===== src/rtl/serial_frame_ctrl.sv =====
// serial_frame_ctrl: Moore sequencer for the serial-frame datapath.
// Watches serin for a start bit, enables the header shift register for
// HDR_BITS cycles, loads the 3-bit counter with the header, streams data
// until the counter's carry-out, then pulses done and returns to idle.
// Outputs are registered from the next-state decode, so they always equal
// the decode of the current state with no input-to-output path.
module serial_frame_ctrl #(
    parameter int HDR_BITS = 3,
    parameter int HCW      = 3
) (
    input  logic       clk,
    input  logic       rst,
    input  logic       serin,
    input  logic       co3,
    input  logic       abort,
    output logic       hshen,
    output logic       ldcnt3,
    output logic       cnten3,
    output logic       dshen,
    output logic       busy,
    output logic       done,
    output logic [2:0] state_o
);

    typedef enum logic [2:0] {
        S_IDLE = 3'd0,
        S_HDR  = 3'd1,
        S_LOAD = 3'd2,
        S_DATA = 3'd3,
        S_DONE = 3'd4
    } state_t;

    localparam logic [HCW-1:0] HDR_LAST = HCW'(HDR_BITS - 1);

    state_t         state_q, state_d;
    logic [HCW-1:0] hdr_cnt_q, hdr_cnt_d;
    logic [5:0]     out_q;

    // Output decode, ordered {hshen, ldcnt3, cnten3, dshen, busy, done}.
    function automatic logic [5:0] decode_outputs(input state_t s);
        logic [5:0] o;
        o = 6'b000000;
        case (s)
            S_IDLE:  o = 6'b000000;
            S_HDR:   o = 6'b100010;
            S_LOAD:  o = 6'b010010;
            S_DATA:  o = 6'b001110;
            S_DONE:  o = 6'b000011;
            default: o = 6'b000000;
        endcase
        return o;
    endfunction

    // Next-state and header-counter logic; abort overrides every transition.
    always_comb begin
        state_d   = S_IDLE;
        hdr_cnt_d = hdr_cnt_q;
        if (abort) begin
            state_d   = S_IDLE;
            hdr_cnt_d = {HCW{1'b0}};
        end else begin
            case (state_q)
                S_IDLE: begin
                    if (!serin) begin
                        state_d   = S_HDR;
                        hdr_cnt_d = {HCW{1'b0}};
                    end else begin
                        state_d = S_IDLE;
                    end
                end
                S_HDR: begin
                    if (hdr_cnt_q == HDR_LAST) begin
                        state_d   = S_LOAD;
                        hdr_cnt_d = {HCW{1'b0}};
                    end else begin
                        state_d   = S_HDR;
                        hdr_cnt_d = hdr_cnt_q + HCW'(1);
                    end
                end
                S_LOAD: state_d = S_DATA;
                S_DATA: begin
                    if (co3) begin
                        state_d = S_DONE;
                    end else begin
                        state_d = S_DATA;
                    end
                end
                S_DONE: state_d = S_IDLE;
                default: begin
                    state_d   = S_IDLE;
                    hdr_cnt_d = {HCW{1'b0}};
                end
            endcase
        end
    end

    // State, header counter and registered outputs; async reset clears all.
    always_ff @(posedge clk or negedge rst) begin
        if (!rst) begin
            state_q   <= S_IDLE;
            hdr_cnt_q <= {HCW{1'b0}};
            out_q     <= 6'b000000;
        end else begin
            state_q   <= state_d;
            hdr_cnt_q <= hdr_cnt_d;
            out_q     <= decode_outputs(state_d);
        end
    end

    assign {hshen, ldcnt3, cnten3, dshen, busy, done} = out_q;
    assign state_o = state_q;

endmodule

===== config.mk =====
export PLATFORM = sky130hd
export DESIGN_NAME = serial_frame_ctrl
export DESIGN_NICKNAME = d
export VERILOG_FILES = /design/src/rtl/serial_frame_ctrl.sv
export SDC_FILE = /design/constraint.sdc
export NUM_CORES = 1
export LEC_CHECK = 0
export ABC_AREA = 1
export CAP_MARGIN = 20
export CORE_UTILIZATION = 35
export CTS_BUF_LIST = sky130_fd_sc_hd__clkbuf_8
export DETAILED_ROUTE_END_ITERATION = 8
export GPL_ROUTABILITY_DRIVEN = 1
export GPL_TIMING_DRIVEN = 0
export PLACE_DENSITY = 0.69
export SETUP_SLACK_MARGIN = 0.4
export SYNTH_ARGS = -nofsm -noshare
export SYNTH_HDL_FRONTEND = slang
export SYNTH_SLANG_ARGS = --single-unit

===== constraint.sdc =====
create_clock -name clk -period 3.14 [get_ports clk]
set_input_delay 0.314 -clock clk [delete_from_list [all_inputs] [get_ports clk]]
set_output_delay 0.314 -clock clk [all_outputs]
set_load 0.005 [all_outputs]

==> results of run 1 <==
[area by class of cell]
type | count | area [um2] | share of cell area, %
plain buffers | 1 | 7.51 | 1.06
flip-flops and latches | 11 | 275 | 38.9
repair buffers | 13 | 130 | 18.4
clock inverters | 1 | 3.75 | 0.530
well taps | 15 | 18.8 | 2.65
inverters | 11 | 41.3 | 5.83
multi-input cells | 40 | 190 | 26.9
clock buffers | 3 | 41.3 | 5.83
[through the flow]
step,total power [mW],instances
3_5_place_dp,0.196,91
5_1_grt,0.346,95
4_1_cts,0.334,95
3_3_place_gp,0.195,91
6_report,0.329,95
2_1_floorplan,0.175,63
[kinds of logic after synthesis]
logic type	after synthesis	synth area share, %
AO/OA/AOI/OAI	5	4.87
buffers and inverters	12	9.49
AND/OR/NAND/NOR	35	32.1
flip-flops	11	53.5
[registers in the layout, indices dropped and copies added (netlist names)]
signal     flops
hdr_cnt_q      3
out_q          5
state_o        3
[metal layers]
metal | wire, um | share of wire [%] | vias to the layer above | GRT usage, %
met5 | 0 | 0 | - | 0
met4 | 0 | 0 | 0 | 5.83
met3 | 46 | 4.8 | 0 | 6.67
met2 | 455 | 48 | 12 | 21.4
met1 | 452 | 47 | 191 | 17.8
li1 | - | - | 229 | -
[report_power, final]
part / switching (mW) / total, mW / internal (mW)
clock: 0.0500 / 0.136 / 0.0855
sequential: 0.00457 / 0.152 / 0.148
combinational: 0.0214 / 0.0409 / 0.0195
[layout by cell type (no fill, tap or decap)]
cell                               n
sky130_fd_sc_hd__nand2_1          14
sky130_fd_sc_hd__clkdlybuf4s50_1  13
sky130_fd_sc_hd__dfrtp_1          11
sky130_fd_sc_hd__inv_1             9
sky130_fd_sc_hd__nand3_1           6
sky130_fd_sc_hd__nor2_1            5
sky130_fd_sc_hd__o21ai_0           5
sky130_fd_sc_hd__nor2_2            4
sky130_fd_sc_hd__inv_2             3
sky130_fd_sc_hd__nand2_2           3
sky130_fd_sc_hd__clkbuf_8          3
sky130_fd_sc_hd__nand4_1           2
sky130_fd_sc_hd__nand3b_1          1
sky130_fd_sc_hd__buf_4             1
[worst max path at each step]
stage / startpoint / endpoint / slack (ns) / cells past startpoint
floorplan: state_o[2] / out_q[5] / 2.08 / 8
global placement: co3 / out_q[1] / 1.72 / 8
detailed placement: co3 / out_q[1] / 1.72 / 8
CTS: state_o[1] / state_o[1] / 1.62 / 1
global route: state_o[1] / state_o[1] / 1.58 / 1
finish: state_o[1] / state_o[1] / 1.64 / 1
==> metrics.cfg, run 1 <==
[final_layout]
final_layout_size_suffix_gt1_share_pct=17.5
nets=86
layout.core_utilization_pct=53.1
design_area_um2=708
antenna-diode-count=0
num-fill-cells=129
areaGrowthSynthToFinish_pct=37.7

[synthesis]
synth_top_flop_cell=sky130_fd_sc_hd__dfrtp_1
synthMostInstantiatedCell=sky130_fd_sc_hd__nand2_1
synth_top_cell_area_share_pct=53.5
postSynth.asyncResetShare_pct=100
ys_seq_area_share_pct=53.5
most_numerous_cell_types_in_the_synthesized_netlist=sky130_fd_sc_hd__nand2_1 (14), sky130_fd_sc_hd__dfrtp_1 (11), sky130_fd_sc_hd__inv_1 (8)
synth_edf_count=0
synthDominantAreaCellType=sky130_fd_sc_hd__dfrtp_1
yosysWarnings=0
synth-seq-cells=11
post_synth_main_area_contributors=sky130_fd_sc_hd__dfrtp_1 (54%), sky130_fd_sc_hd__nand2_1 (10%), sky130_fd_sc_hd__nand3_1 (5.8%)
synthCells=63
synth.cell_area_um2=514
synth.net_count=68
netlist-cell-type-count=12
synth_area_per_cell_um2=8.16

[floorplanning]
num_io_pins=14
num_rows=13
die-area_um2=1630
core-area_um2=1330
initial_core_util_pct=38.6
die_w_um=40.3
die-height_um=40.3

[sta]
timing.final.hold_violations=0
maxSlewViolCount=0
timing.max_slew.rel_slack_pct=66.9
setup_viol=0
tightest_slew_ns=0.495
hold_ws_ns=0.411
finalSetupTns_ns=0
finalWorstPathRequiredPeriod_ns=1.50
setup_repair_after_global_routing_missed_its_margin=false
post-route-period-util_pct=47.8
achievable-frequency_mhz=666
final.setup_skew_ns=0.00643
fin_ws_ns=1.64

[global_routing]
grt_first_pass_wirelength_um=1460
grt_usage_pct=14.4
grt_antenna_before_repair=0
grt_remaining_overflow=0
grt_max_degree=12
first_global_vias=378

[power]
max-vdd-ir-drop_v=0.000306
power_density_nw_per_um2=464
total_leakage_power_nw=0.367

[route]
drt_pass_1_iters=4
viasPerCell=4.55
first_drt_iteration_drcs=14
drc=0
final_antenna_violating_net_count=0
post_drt_wl_per_cell_um=10.0
detail_route.wirelength_um=954
dr_total_vias=432

[hold_path]
worstHoldPathType=in -> async

[critical_path]
critical_path.n_buffers_inverters=1
worst_r2r_path_depth=8
worst_path_largest_cell_delay_ns=0.53
cp_top_family=buffers and inverters
path_class=reg -> out
worst_ep_required_time_ns=2.83
worst_r2r_endpoint=out_q[5]
setup.reg_to_reg.worst_slack_ns=1.97
cpMaxStageDelayCell=sky130_fd_sc_hd__clkdlybuf4s50_1
crit_path_cell_trace=clkdlybuf4s50_1
critPathCaptureType=output port
crit_path_max_fanout=6
critPathLaunchType=flip-flop
worstReg2RegStart=state_o[2]
crit_arrival_ns=1.19

[clocking]
clk-insertion-delay-late_ns=0.24
holdBufCountCts=0
clk_root_buffer_cell=sky130_fd_sc_hd__clkbuf_8
clk_pin_slew_ns=0.05
htree_num_levels=1
clk_path_buf_depth=2
cts_sinks=11
cts_inserted_buffers=3
tritoncts=done
ctsResizeCount=0
postCtsSetupRepairBufs=0

[outcome]
outcome=finished, final reports clean

[placement]
finalWeightedCongestion=0.796
hpwl_um=752
numPortBuffers=13
placedInstanceArea_um2=663
placement.setup.worst_slack_ns=1.72

[job]
timing.max_cap.violations=0

No activity file was read; power rests on OpenSTA's default activity.
==> run 2, diff against run 1 <==
Settings changed: PLACE_DENSITY 0.69 to 0.72.
Clock period 3.14 ns to 1.35 ns, I/O delays scaled along.
==> run 2 against run 1 <==
Compared with the run above: via count rose by 11%; flip-flop and latch count did not move; worst hold slack worse by 0.17 ns; non-clock buffer count is 6 higher; clock power grew 130%; critical endpoint is now out_q[5]; register-to-register slack got worse by 1.8 ns; critical path type is now reg -> reg; die area unchanged; global-route usage is 1.2 points higher; core utilization is 8.8 points higher.
==> metrics.cfg, run 2 (synthesis results as in run 1) <==
[outcome]
outcome=finished, final reports clean

[final_layout]
layout_common_cells=sky130_fd_sc_hd__dfrtp_1 (11), sky130_fd_sc_hd__nand2_2 (8), sky130_fd_sc_hd__inv_1 (7), sky130_fd_sc_hd__nand2_1 (7), sky130_fd_sc_hd__buf_6 (7)
layout_commonest_cell=sky130_fd_sc_hd__dfrtp_1
areaGrowthSynthToFinish_pct=60.6
largest-register=out_q
antenna-diode-count=0
largest_register_ff_count=5
final_layout_size_suffix_gt1_share_pct=46.5
nets=92

[floorplanning]
initial_core_util_pct=38.6
die-area_um2=1630
num_io_pins=14
core-area_um2=1330
die_w_um=40.3
die-height_um=40.3
num_rows=13

[job]
timing.max_cap.violations=0

[power]
power_density_nw_per_um2=988
total_leakage_power_nw=0.438
finalPower_mw=0.816
max-vdd-ir-drop_v=0.000756

[placement]
numPortBuffers=13
finalWeightedCongestion=0.760
hpwl_um=713

[critical_path]
crit_arrival_ns=1.32
crit_path_max_fanout=5
critPathLaunchType=flip-flop
critPathCaptureType=flip-flop
worstReg2RegStart=hdr_cnt_q[0]
path_class=reg -> reg
worst_r2r_endpoint=out_q[5]
worst_r2r_path_depth=8
setup.reg_to_reg.worst_slack_ns=0.15
worst_ep_required_time_ns=1.47

[global_routing]
grt_usage_pct=15.6
grt_max_degree=12
grt_first_pass_wirelength_um=1640
first_global_vias=412
grt_remaining_overflow=0
grt_antenna_before_repair=0

[sta]
timing.max_slew.rel_slack_pct=67.0
setup_viol=0
finalSetupTns_ns=0
setup_repair_after_global_routing_missed_its_margin=true
maxSlewViolCount=0
post-route-period-util_pct=88.8
timing.final.hold_violations=0
tightest_slew_ns=0.494
achievable-frequency_mhz=834
finalWorstPathRequiredPeriod_ns=1.20
final.setup_skew_ns=0.00165

[route]
drc=0
viasPerCell=4.73
final_antenna_violating_net_count=0
detail_route.wirelength_um=1210
first_drt_iteration_drcs=6
post_drt_wl_per_cell_um=12.0
dr_total_vias=478
drt_pass_1_iters=4

[clocking]
clk_pin_slew_ns=0.05
clk_path_buf_depth=2
htree_num_levels=1
clk-insertion-delay-late_ns=0.23
cts_sinks=11
cts_inserted_buffers=3
holdBufCountCts=0
clk_root_buffer_cell=sky130_fd_sc_hd__clkbuf_8
tritoncts=done

[hold_path]
worstHoldPathType=in -> async

-- run 2: layout make-up --
class	count	area, um2
fillers	108	508
flip-flops and latches	11	275
multi-input cells	40	258
repair buffers	19	176
clock buffers	3	41.3
inverters	11	41.3
well taps	15	18.8
plain buffers	1	11.3
clock inverters	1	3.75
-- run 2: repair_timing --
action	CTS	global route
pin swaps	6	12
endpoints found under the setup margin	18	17
setup buffers	5	1
resized for setup	37	19
-- run 2: critical path, stage by stage (launching register included) --
cell and delay (ns):
sky130_fd_sc_hd__dfrtp_1 0.40, sky130_fd_sc_hd__inv_2 0.10, sky130_fd_sc_hd__nand2_2 0.08, sky130_fd_sc_hd__nor2_4 0.15
sky130_fd_sc_hd__nand2_2 0.07, sky130_fd_sc_hd__nand2_2 0.07, sky130_fd_sc_hd__nand2_2 0.08, sky130_fd_sc_hd__inv_2 0.10
sky130_fd_sc_hd__nor2_4 0.03
-- run 2: worst max-delay path by stage --
stage	start	endpoint	slack, ns	depth (start not counted)
2_1_floorplan	state_o[2]	out_q[5]	0.29	8
3_3_place_gp	co3	out_q[1]	0.10	8
3_5_place_dp	co3	out_q[1]	0.08	8
4_1_cts	state_o[2]	out_q[5]	0.23	8
5_1_grt	hdr_cnt_q[0]	out_q[5]	0.09	8
6_report	hdr_cnt_q[0]	out_q[5]	0.15	8
-- run 2: power by group --
group | switching, mW | leakage [nW] | internal (mW) | total [mW]
clock | 0.114 | 0.0269 | 0.199 | 0.312
sequential | 0.00881 | 0.150 | 0.344 | 0.353
combinational | 0.0788 | 0.261 | 0.0720 | 0.151
-- run 2: per-stage QoR --
stage / setup slack [ns] / util [%] / instance area [um2] / hold WS, ns / cells
6_report: 0.151 / 61.9 / 826 / 0.239 / 101
2_1_floorplan: 0.290 / - / 514 / -0.161 / 63
4_1_cts: 0.234 / 58.1 / 774 / 0.243 / 100
3_5_place_dp: 0.0841 / 49.7 / 663 / 0.497 / 91
3_3_place_gp: 0.101 / 49.7 / 663 / 0.493 / 91
5_1_grt: 0.0917 / 61.9 / 826 / 0.258 / 101
-- run 2: layer usage --
metal	vias to the layer above	share of wire [%]	track usage, %
li1	239	-	-
met1	224	44	20.4
met2	15	51	24.2
met3	0	4.9	5.00
met4	0	0	5.00
met5	-	0	0
